<file path="config.mk">
export PLATFORM = sky130hd
export DESIGN_NAME = fetch_unit
export DESIGN_NICKNAME = d
export VERILOG_FILES = /design/src/rtl/fetch_pkg.sv /design/src/rtl/fetch_queue.sv /design/src/rtl/fetch_unit.sv
export SDC_FILE = /design/constraint.sdc
export NUM_CORES = 1
export LEC_CHECK = 0
export ABC_CLOCK_PERIOD_IN_PS = 8800
export CORE_MARGIN = 10
export CORE_UTILIZATION = 45
export CTS_BUF_LIST = sky130_fd_sc_hd__clkbuf_16
export CTS_CLUSTER_DIAMETER = 120
export DETAILED_ROUTE_END_ITERATION = 10
export PLACE_DENSITY_LB_ADDON = 0.2
export SLEW_MARGIN = 20
export SYNTH_ARGS = -nofsm -noshare
export SYNTH_HDL_FRONTEND = slang
export SYNTH_SLANG_ARGS = --single-unit
</file>
<file path="constraint.sdc">
create_clock -name clk -period 8.8 [get_ports clk]
set_input_delay 1.32 -clock clk [delete_from_list [all_inputs] [get_ports clk]]
set_output_delay 1.32 -clock clk [all_outputs]
set_load 0.02 [all_outputs]
</file>
<file path="src/rtl/fetch_pkg.sv">
// fetch_pkg: shared defaults and the fetch-queue entry layout for the
// instruction fetch unit.
//   FETCH_*        : default parameter values used by fetch_unit/fetch_queue
//   fetch_entry_t  : one queue entry (pc, instr, filled) at default widths
package fetch_pkg;

  localparam int FETCH_PC_W     = 16;
  localparam int FETCH_INSTR_W  = 32;
  localparam int FETCH_PC_STEP  = 4;
  localparam int FETCH_RESET_PC = 0;
  localparam int FETCH_DEPTH    = 4;

  typedef struct packed {
    logic [FETCH_PC_W-1:0]    pc;
    logic [FETCH_INSTR_W-1:0] instr;
    logic                     filled;
  } fetch_entry_t;

endpackage

</file>
<file path="src/rtl/fetch_queue.sv">
// fetch_queue: in-order fetch queue. Entries are allocated when a request is
// issued (PC known, instruction pending), filled in order as responses return,
// and freed from the head when decode takes the instruction.
// Ports:
//   clk_i, rst_i        : clock, synchronous active-high reset
//   flush_i             : drop all entries and zero pointers
//   alloc_i, alloc_pc_i : allocate the entry at the alloc pointer with this PC
//   fill_i, fill_instr_i: fill the oldest unfilled entry (ignored if none)
//   free_i              : release the head entry
//   head_ready_o        : head entry allocated and filled
//   head_pc_o/instr_o   : head entry contents
//   count_o, unfilled_o : allocated entries / allocated-but-unfilled entries
module fetch_queue
  import fetch_pkg::*;
#(
  parameter int PC_W    = FETCH_PC_W,
  parameter int INSTR_W = FETCH_INSTR_W,
  parameter int DEPTH   = FETCH_DEPTH
) (
  input  logic                       clk_i,
  input  logic                       rst_i,
  input  logic                       flush_i,
  input  logic                       alloc_i,
  input  logic [PC_W-1:0]            alloc_pc_i,
  input  logic                       fill_i,
  input  logic [INSTR_W-1:0]         fill_instr_i,
  input  logic                       free_i,
  output logic                       head_ready_o,
  output logic [PC_W-1:0]            head_pc_o,
  output logic [INSTR_W-1:0]         head_instr_o,
  output logic [$clog2(DEPTH):0]     count_o,
  output logic [$clog2(DEPTH):0]     unfilled_o
);

  localparam int AW = $clog2(DEPTH);
  localparam int CW = AW + 1;

  // Same layout as fetch_entry_t, resized to this instance's widths.
  typedef struct packed {
    logic [PC_W-1:0]    pc;
    logic [INSTR_W-1:0] instr;
    logic               filled;
  } entry_t;

  entry_t        ent_q [DEPTH];
  logic [AW-1:0] head_q, head_d, alloc_q, alloc_d, fill_q, fill_d;
  logic [CW-1:0] count_q, count_d, unfilled_q, unfilled_d;
  logic          fill_en;

  // A response with nothing outstanding in the queue is simply dropped.
  assign fill_en = fill_i && (unfilled_q != '0);

  // Alloc, fill and free always target distinct entries (unallocated slot,
  // oldest unfilled slot, filled head), so they can all happen together.
  always_comb begin
    head_d     = head_q;
    alloc_d    = alloc_q;
    fill_d     = fill_q;
    count_d    = count_q + CW'(alloc_i) - CW'(free_i);
    unfilled_d = unfilled_q + CW'(alloc_i) - CW'(fill_en);
    if (alloc_i) alloc_d = alloc_q + AW'(1);
    if (fill_en) fill_d  = fill_q + AW'(1);
    if (free_i)  head_d  = head_q + AW'(1);
    if (flush_i) begin
      head_d     = '0;
      alloc_d    = '0;
      fill_d     = '0;
      count_d    = '0;
      unfilled_d = '0;
    end
  end

  always_ff @(posedge clk_i) begin
    if (rst_i) begin
      for (int i = 0; i < DEPTH; i++) ent_q[i] <= '0;
      head_q     <= '0;
      alloc_q    <= '0;
      fill_q     <= '0;
      count_q    <= '0;
      unfilled_q <= '0;
    end else begin
      head_q     <= head_d;
      alloc_q    <= alloc_d;
      fill_q     <= fill_d;
      count_q    <= count_d;
      unfilled_q <= unfilled_d;
      if (!flush_i) begin
        if (alloc_i) begin
          ent_q[alloc_q].pc     <= alloc_pc_i;
          ent_q[alloc_q].filled <= 1'b0;
        end
        if (fill_en) begin
          ent_q[fill_q].instr  <= fill_instr_i;
          ent_q[fill_q].filled <= 1'b1;
        end
      end
    end
  end

  assign head_ready_o = (count_q != '0) && ent_q[head_q].filled;
  assign head_pc_o    = ent_q[head_q].pc;
  assign head_instr_o = ent_q[head_q].instr;
  assign count_o      = count_q;
  assign unfilled_o   = unfilled_q;

endmodule

</file>
<file path="src/rtl/fetch_unit.sv">
// fetch_unit: sequential instruction fetch with redirect support.
// Handshakes: a transfer happens on a rising edge where valid && ready; the
// imem response channel has no ready and must be accepted whenever valid.
// Ports:
//   clk, rst                    : clock, synchronous active-high reset
//   redirect_valid/redirect_pc  : flush and restart fetch at redirect_pc
//   imem_req_valid/ready/addr   : fetch request to instruction memory
//   imem_rsp_valid/instr        : in-order responses from memory
//   out_valid/ready             : instruction handshake towards decode
//   out_instr/out_pc/out_pc_next: instruction, its PC and PC+PC_STEP
module fetch_unit
  import fetch_pkg::*;
#(
  parameter int PC_W     = FETCH_PC_W,
  parameter int INSTR_W  = FETCH_INSTR_W,
  parameter int PC_STEP  = FETCH_PC_STEP,
  parameter int RESET_PC = FETCH_RESET_PC,
  parameter int DEPTH    = FETCH_DEPTH
) (
  input  logic               clk,
  input  logic               rst,
  input  logic               redirect_valid,
  input  logic [PC_W-1:0]    redirect_pc,
  output logic               imem_req_valid,
  input  logic               imem_req_ready,
  output logic [PC_W-1:0]    imem_req_addr,
  input  logic               imem_rsp_valid,
  input  logic [INSTR_W-1:0] imem_rsp_instr,
  output logic               out_valid,
  input  logic               out_ready,
  output logic [INSTR_W-1:0] out_instr,
  output logic [PC_W-1:0]    out_pc,
  output logic [PC_W-1:0]    out_pc_next
);

  localparam int CW = $clog2(DEPTH) + 1;

  logic [PC_W-1:0]    pc_q, pc_d;
  logic [CW-1:0]      discard_q, discard_d;
  logic [CW-1:0]      count, unfilled;
  logic               head_ready;
  logic [PC_W-1:0]    head_pc;
  logic [INSTR_W-1:0] head_instr;
  logic [CW:0]        occupancy;
  logic               req_fire, out_fire, rsp_fill, rsp_outstanding;

  // Requests still in flight for flushed entries occupy memory-side slots,
  // so they count against the queue depth until their responses drain.
  assign occupancy      = {1'b0, count} + {1'b0, discard_q};
  assign imem_req_valid = !rst && !redirect_valid && (occupancy < (CW+1)'(DEPTH));
  assign imem_req_addr  = pc_q;
  assign req_fire       = imem_req_valid && imem_req_ready;

  assign out_valid = !rst && !redirect_valid && head_ready;
  assign out_fire  = out_valid && out_ready;

  assign rsp_fill        = !rst && !redirect_valid && imem_rsp_valid && (discard_q == '0);
  // A response consumes one in-flight request only if one actually exists.
  assign rsp_outstanding = imem_rsp_valid && ((discard_q != '0) || (unfilled != '0));

  always_comb begin
    pc_d      = pc_q;
    discard_d = discard_q;
    if (redirect_valid) begin
      pc_d      = redirect_pc;
      // Everything still in flight after this cycle must be dropped.
      discard_d = discard_q + unfilled + CW'(req_fire) - CW'(rsp_outstanding);
    end else begin
      if (req_fire) pc_d = pc_q + PC_W'(PC_STEP);
      if (imem_rsp_valid && (discard_q != '0)) discard_d = discard_q - CW'(1);
    end
  end

  always_ff @(posedge clk) begin
    if (rst) begin
      pc_q      <= PC_W'(RESET_PC);
      discard_q <= '0;
    end else begin
      pc_q      <= pc_d;
      discard_q <= discard_d;
    end
  end

  fetch_queue #(
    .PC_W    (PC_W),
    .INSTR_W (INSTR_W),
    .DEPTH   (DEPTH)
  ) u_queue (
    .clk_i        (clk),
    .rst_i        (rst),
    .flush_i      (redirect_valid),
    .alloc_i      (req_fire),
    .alloc_pc_i   (pc_q),
    .fill_i       (rsp_fill),
    .fill_instr_i (imem_rsp_instr),
    .free_i       (out_fire),
    .head_ready_o (head_ready),
    .head_pc_o    (head_pc),
    .head_instr_o (head_instr),
    .count_o      (count),
    .unfilled_o   (unfilled)
  );

  // Outputs read zero throughout reset, including its first cycle.
  assign out_instr   = rst ? '0 : head_instr;
  assign out_pc      = rst ? '0 : head_pc;
  assign out_pc_next = rst ? '0 : head_pc + PC_W'(PC_STEP);

endmodule

</file>
==> flow_summary.html <==
<table>
<tr><th>Metric</th><th>Value</th></tr>
<tr><th colspan="2">Final layout</th></tr>
<tr><td>Final cell area excluding filler cells</td><td>13300 um^2</td></tr>
<tr><td>Share of the core filled with cells</td><td>55.3%</td></tr>
<tr><td>Non-Filler Instances</td><td>1279</td></tr>
<tr><td>Area growth from synthesis to layout</td><td>21.8%</td></tr>
<tr><td>Share of post-route cells with drive strength above 1</td><td>11.2%</td></tr>
<tr><td>Number of nets in the finished design</td><td>1009</td></tr>
<tr><th colspan="2">Yosys</th></tr>
<tr><td>Adder and majority gate portion of the synthesized area</td><td>2.56%</td></tr>
<tr><td>Flops &amp; latches, synth</td><td>229</td></tr>
<tr><td>Average footprint of a synthesized cell</td><td>13.2 um^2</td></tr>
<tr><td>Number of instances in the synthesized netlist</td><td>827</td></tr>
<tr><td>Combinational family with the most area after synthesis</td><td>simple AND/OR/NAND/NOR gates</td></tr>
<tr><td>Area leader, netlist</td><td>sky130_fd_sc_hd__edfxtp_1</td></tr>
<tr><td>Top flip-flop cell by instance count after synthesis</td><td>sky130_fd_sc_hd__edfxtp_1</td></tr>
<tr><td>Cell area after synthesis</td><td>10900 um^2</td></tr>
<tr><td>Synthesized-area fraction occupied by and/or/nand/nor cells</td><td>19.0%</td></tr>
<tr><td>YS warnings</td><td>0</td></tr>
<tr><td>Async S/R FF share, synth</td><td>0%</td></tr>
<tr><td>Area share of the largest cell type after synthesis</td><td>52.7%</td></tr>
<tr><td>Xor-xnor portion of the synthesized cell area</td><td>2.00%</td></tr>
<tr><td>Net count after synthesis</td><td>901</td></tr>
<tr><td>Share of synthesized area spent on multiplexers</td><td>10.5%</td></tr>
<tr><td>Number of enable flip-flop cells after synthesis</td><td>192</td></tr>
<tr><td>Sequential area share after synthesis</td><td>59.5%</td></tr>
<tr><td>Number of different library cells in the post-synthesis netlist</td><td>49</td></tr>
<tr><td>Area fraction in compound gates after synthesis</td><td>3.11%</td></tr>
<tr><td>Ranking of synthesized cells by area</td><td>sky130_fd_sc_hd__edfxtp_1 (53%), sky130_fd_sc_hd__mux4_2 (10%), sky130_fd_sc_hd__and3_1 (7.4%)</td></tr>
<tr><th colspan="2">Setup path</th></tr>
<tr><td>Reg-to-reg setup timing slack</td><td>5.13 ns</td></tr>
<tr><td>Stages on the worst setup path</td><td>8</td></tr>
<tr><td>Required time of the critical path</td><td>7.48 ns</td></tr>
<tr><td>Worst Setup End Kind</td><td>output port</td></tr>
<tr><td>Worst path top cell family by delay</td><td>buffers and inverters</td></tr>
<tr><td>Endpoint of the worst register-to-register path</td><td>discard_q[2]</td></tr>
<tr><td>Maximum fanout along the worst path</td><td>49</td></tr>
<tr><td>Capturing element of the worst setup path</td><td>out_pc_next[14]</td></tr>
<tr><td>Launching element type of the critical path</td><td>register</td></tr>
<tr><td>Start of the worst register-to-register path</td><td>discard_q[2]</td></tr>
<tr><td>Crit path max-delay cell type</td><td>sky130_fd_sc_hd__clkdlybuf4s50_1</td></tr>
<tr><td>List of cells traversed by the critical path</td><td>buf_4, mux4_2, ha_1, nand4_1, nor4b_1, xnor2_1, nor2_1, clkdlybuf4s50_1</td></tr>
<tr><td>Reg2reg path depth</td><td>12</td></tr>
<tr><td>CP peak stage delay</td><td>0.63 ns</td></tr>
<tr><td>Critical path class</td><td>register to output port</td></tr>
<tr><td>Worst path buffer plus inverter count</td><td>2</td></tr>
<tr><td>Signal arrival time at the worst endpoint</td><td>3.55 ns</td></tr>
<tr><th colspan="2">Power and ir drop</th></tr>
<tr><td>Clock share of power</td><td>40.5%</td></tr>
<tr><td>Part of the power in combinational logic</td><td>10.0%</td></tr>
<tr><td>Power density over the cells</td><td>189 nW/um^2</td></tr>
<tr><td>Max IR drop VDD</td><td>0.137 mV</td></tr>
<tr><td>Switching power as a share of total power</td><td>23.0%</td></tr>
<tr><td>Leakage component of the power</td><td>5.17 nW</td></tr>
<tr><td>Power Internal</td><td>0.00194 W</td></tr>
<tr><td>Register share of total power</td><td>49.5%</td></tr>
<tr><td>Switching power total</td><td>0.000579 W</td></tr>
<tr><th colspan="2">Clock tree</th></tr>
<tr><td>TritonCTS buffer count</td><td>25</td></tr>
<tr><td>Clock transition time at the flip-flop clock pins of the worst setup and hold paths</td><td>0.06 ns</td></tr>
<tr><td>Hold buffers post-CTS</td><td>0</td></tr>
<tr><td>Number of buffers on the longest clock path</td><td>3</td></tr>
<tr><td>TritonCTS clock tree</td><td>built</td></tr>
<tr><td>Deepest level of the CTS H-tree</td><td>1</td></tr>
<tr><td>Cells resized by post-CTS repair</td><td>0</td></tr>
<tr><td>TritonCTS sink count</td><td>229</td></tr>
<tr><td>Skew-Pair Late Insertion Delay</td><td>0.52 ns</td></tr>
<tr><td>Root Buffer</td><td>sky130_fd_sc_hd__clkbuf_16</td></tr>
<tr><td>Count of buffers added by post-CTS timing repair for setup</td><td>0</td></tr>
<tr><th colspan="2">Route</th></tr>
<tr><td>Number of DRC violations after detailed routing</td><td>0</td></tr>
<tr><td>Pre-antenna DRT Iters</td><td>4</td></tr>
<tr><td>Wire length reported by the detailed router</td><td>25700 um</td></tr>
<tr><td>Met3 wire length</td><td>1360 um</td></tr>
<tr><td>Routed met2 length</td><td>12700 um</td></tr>
<tr><td>First-iteration detailed-routing DRC count</td><td>499</td></tr>
<tr><td>Routed len/inst</td><td>20.1 um</td></tr>
<tr><td>Number of vias per cell after detailed routing</td><td>5.45</td></tr>
<tr><td>Via count</td><td>6968</td></tr>
<tr><td>Top layer reached by signal wires</td><td>met4</td></tr>
<tr><td>Wire length on met1</td><td>11200 um</td></tr>
<tr><td>Antenna-violating nets left</td><td>0</td></tr>
<tr><th colspan="2">Place</th></tr>
<tr><td>Sum of net half-perimeters after detailed placement</td><td>15900 um</td></tr>
<tr><td>Placed cells</td><td>1232</td></tr>
<tr><td>Instance area at placement</td><td>12500 um^2</td></tr>
<tr><td>Number of buffers added on ports</td><td>135</td></tr>
<tr><td>Final weighted congestion in routability-driven placement</td><td>0.817</td></tr>
<tr><th colspan="2">Timing</th></tr>
<tr><td>Post-layout min period</td><td>4.87 ns</td></tr>
<tr><td>Accumulated negative setup slack</td><td>0 ns</td></tr>
<tr><td>Pins Over Slew Limit</td><td>0</td></tr>
<tr><td>Unrepaired setup endpoints after global routing</td><td>false</td></tr>
<tr><td>Fin. Hold Viols</td><td>0</td></tr>
<tr><td>Worst max-slew margin expressed relative to the limit</td><td>33.5%</td></tr>
<tr><td>Least-Margin Pin Slew</td><td>0.998 ns</td></tr>
<tr><td>Skew final</td><td>0.0190 ns</td></tr>
<tr><td>Peak Freq</td><td>0.205 GHz</td></tr>
<tr><td>Final setup fails</td><td>0</td></tr>
<tr><td>Crit share post-route</td><td>55.4%</td></tr>
<tr><th colspan="2">Global route</th></tr>
<tr><td>Global-route wire length before repair</td><td>40800 um</td></tr>
<tr><td>Largest net degree at the start of global routing</td><td>137</td></tr>
<tr><td>Number of antenna violations at the first check in global routing</td><td>0</td></tr>
<tr><td>All-Layer GR Usage</td><td>16.4%</td></tr>
<tr><td>Overflow left after global routing</td><td>0</td></tr>
<tr><td>Number of global-route vias before repair</td><td>7348</td></tr>
<tr><th colspan="2">Die</th></tr>
<tr><td>Vertical die dimension</td><td>176 um</td></tr>
<tr><td>Number of rows created at floorplan</td><td>57</td></tr>
<tr><td>Horizontal die dimension</td><td>176 um</td></tr>
<tr><td>Area enclosed by the die boundary</td><td>31000 um^2</td></tr>
<tr><td>Area inside the core boundary</td><td>24100 um^2</td></tr>
<tr><td>I/O pin total</td><td>136</td></tr>
<tr><td>Initial core utilization</td><td>45.4%</td></tr>
<tr><th colspan="2">Flow run</th></tr>
<tr><td>Number of violations of the max-capacitance limit</td><td>0</td></tr>
<tr><th colspan="2">Min path</th></tr>
<tr><td>Hold WC Path Type</td><td>register to register</td></tr>
<tr><th colspan="2">Status</th></tr>
<tr><td>Outcome</td><td>finished clean</td></tr>
</table>
worst min-delay path by stage:
stage                                   start  slack, ns                  end  cells after the start
after floorplan           u_queue.ent_q[2][0]       0.42  u_queue.ent_q[2][0]                      1
after global placement    u_queue.ent_q[1][0]       0.43  u_queue.ent_q[1][0]                      1
after detailed placement  u_queue.ent_q[1][0]       0.44  u_queue.ent_q[1][0]                      1
after CTS                 u_queue.ent_q[1][0]       0.45  u_queue.ent_q[1][0]                      1
after global routing      u_queue.ent_q[1][0]       0.47  u_queue.ent_q[1][0]                      1
final                     u_queue.ent_q[1][0]       0.45  u_queue.ent_q[1][0]                      1
cells in the final DEF, fill, tap and decap left out, types with 2 or more instances in the layout:
master | synthesis | final
sky130_fd_sc_hd__o21a_1 | 2 | 2
sky130_fd_sc_hd__and2_1 | 60 | 60
sky130_fd_sc_hd__and3_1 | 130 | 130
sky130_fd_sc_hd__a31oi_1 | 5 | 5
sky130_fd_sc_hd__or3_1 | 2 | 2
sky130_fd_sc_hd__a32oi_1 | 3 | 3
sky130_fd_sc_hd__a22oi_1 | 5 | 5
sky130_fd_sc_hd__inv_2 | 1 | 2
sky130_fd_sc_hd__nor2_1 | 43 | 43
sky130_fd_sc_hd__edfxtp_1 | 192 | 192
sky130_fd_sc_hd__xor2_1 | 3 | 3
sky130_fd_sc_hd__clkinv_2 | 0 | 2
sky130_fd_sc_hd__nor4_1 | 10 | 10
sky130_fd_sc_hd__or2_2 | 4 | 4
sky130_fd_sc_hd__or4_1 | 2 | 2
sky130_fd_sc_hd__fa_1 | 4 | 4
sky130_fd_sc_hd__inv_1 | 23 | 29
sky130_fd_sc_hd__xnor2_1 | 22 | 22
sky130_fd_sc_hd__mux2i_1 | 5 | 5
sky130_fd_sc_hd__clkinv_1 | 1 | 7
sky130_fd_sc_hd__nand4_1 | 5 | 5
sky130_fd_sc_hd__nand2_1 | 20 | 20
sky130_fd_sc_hd__dfxtp_1 | 37 | 35
sky130_fd_sc_hd__a21o_1 | 3 | 3
sky130_fd_sc_hd__nor2b_1 | 53 | 53
sky130_fd_sc_hd__clkdlybuf4s50_1 | 0 | 134
sky130_fd_sc_hd__o31ai_1 | 2 | 2
sky130_fd_sc_hd__buf_4 | 4 | 11
sky130_fd_sc_hd__bufinv_16 | 0 | 2
sky130_fd_sc_hd__nand3_1 | 6 | 6
sky130_fd_sc_hd__a21oi_1 | 16 | 16
sky130_fd_sc_hd__clkbuf_16 | 0 | 27
sky130_fd_sc_hd__nor3_1 | 12 | 12
sky130_fd_sc_hd__a211oi_1 | 2 | 2
sky130_fd_sc_hd__mux4_2 | 49 | 49
sky130_fd_sc_hd__ha_1 | 16 | 16
sky130_fd_sc_hd__o21ai_0 | 11 | 11
sky130_fd_sc_hd__nor3b_1 | 2 | 2
worst reg2reg max path: cells and delay by family (launching register included):
kind	cells	cell delay, ns
fa+ha+maj	4	1.38
xor+xnor	2	0.28
buf+inv	3	0.68
simple gates	2	0.60
flops	1	0.42
compound gates	1	0.22
metal layers:
layer,global-route usage [%],vias up
met5,0,-
met1,21.2,3478
li1,-,3287
met2,28.0,171
met3,3.05,32
met4,3.99,0
stage by stage:
stage	setup slack [ns]	hold WS (ns)	power [W]
2_1_floorplan	4.63	0.420	0.00141
3_5_place_dp	3.79	0.438	0.00153
5_1_grt	3.74	0.466	0.00262
6_report	3.93	0.451	0.00252
4_1_cts	3.89	0.451	0.00254
3_3_place_gp	3.87	0.432	0.00152
power groups by stage:
stage / clock network [W] / registers, W / logic (W)
after detailed placement: 0 / 0.00127 / 0.000257
after global routing: 0.00108 / 0.00125 / 0.000283
after global placement: 0 / 0.00127 / 0.000253
after CTS: 0.00104 / 0.00125 / 0.000258
after floorplan: 0 / 0.00126 / 0.000152
final: 0.00102 / 0.00125 / 0.000253
area by class of cell:
class / instances / area [um^2]
Timing Repair Buffer: 146 / 1440
Inverter: 25 / 93.8
Clock buffer: 27 / 676
Tap cell: 324 / 405
Multi-Input combinational cell: 508 / 4080
Sequential cell: 229 / 6510
Fill cell: 2074 / 10800
Antenna cell: 1 / 2.50
Clock inverter: 19 / 135
state kept, by name, indices dropped and copies added (netlist names), named ones only:
signal	cells
discard_q	3
imem_req_addr	16
u_queue.alloc_q	2
u_queue.count_o	3
u_queue.ent_q	196
u_queue.fill_q	2
u_queue.head_q	2
u_queue.unfilled_o	3
synth_stat cells, types with 2 or more instances:
cell type                    n
sky130_fd_sc_hd__buf_4       4
sky130_fd_sc_hd__a21oi_1    16
sky130_fd_sc_hd__or2_2       4
sky130_fd_sc_hd__clkbuf_1   51
sky130_fd_sc_hd__mux4_2     49
sky130_fd_sc_hd__nor4_1     10
sky130_fd_sc_hd__a21o_1      3
sky130_fd_sc_hd__a32oi_1     3
sky130_fd_sc_hd__a31oi_1     5
sky130_fd_sc_hd__nor2_1     43
sky130_fd_sc_hd__dfxtp_1    37
sky130_fd_sc_hd__o21a_1      2
sky130_fd_sc_hd__nor3_2      2
sky130_fd_sc_hd__ha_1       16
sky130_fd_sc_hd__o31ai_1     2
sky130_fd_sc_hd__buf_1       3
sky130_fd_sc_hd__mux2i_1     5
sky130_fd_sc_hd__a211oi_1    2
sky130_fd_sc_hd__or4_1       2
sky130_fd_sc_hd__buf_2       5
sky130_fd_sc_hd__nor3b_1     2
sky130_fd_sc_hd__xor2_1      3
sky130_fd_sc_hd__nand3_1     6
sky130_fd_sc_hd__and2_1     60
sky130_fd_sc_hd__edfxtp_1  192
sky130_fd_sc_hd__inv_1      23
sky130_fd_sc_hd__fa_1        4
sky130_fd_sc_hd__nand4_1     5
sky130_fd_sc_hd__xnor2_1    22
sky130_fd_sc_hd__nor3_1     12
sky130_fd_sc_hd__o21ai_0    11
sky130_fd_sc_hd__a22oi_1     5
sky130_fd_sc_hd__nand2_1    20
sky130_fd_sc_hd__and3_1    130
sky130_fd_sc_hd__or3_1       2
sky130_fd_sc_hd__nor2b_1    53
cell families after synthesis:
group	count (synthesis)
AO/OA/AOI/OAI	54
buffers and inverters	90
flip-flops	229
multiplexers	54
AND/OR/NAND/NOR	355
XOR/XNOR	25
adder cells (fa/ha/maj)	20
(Power assumes the default switching activity.)
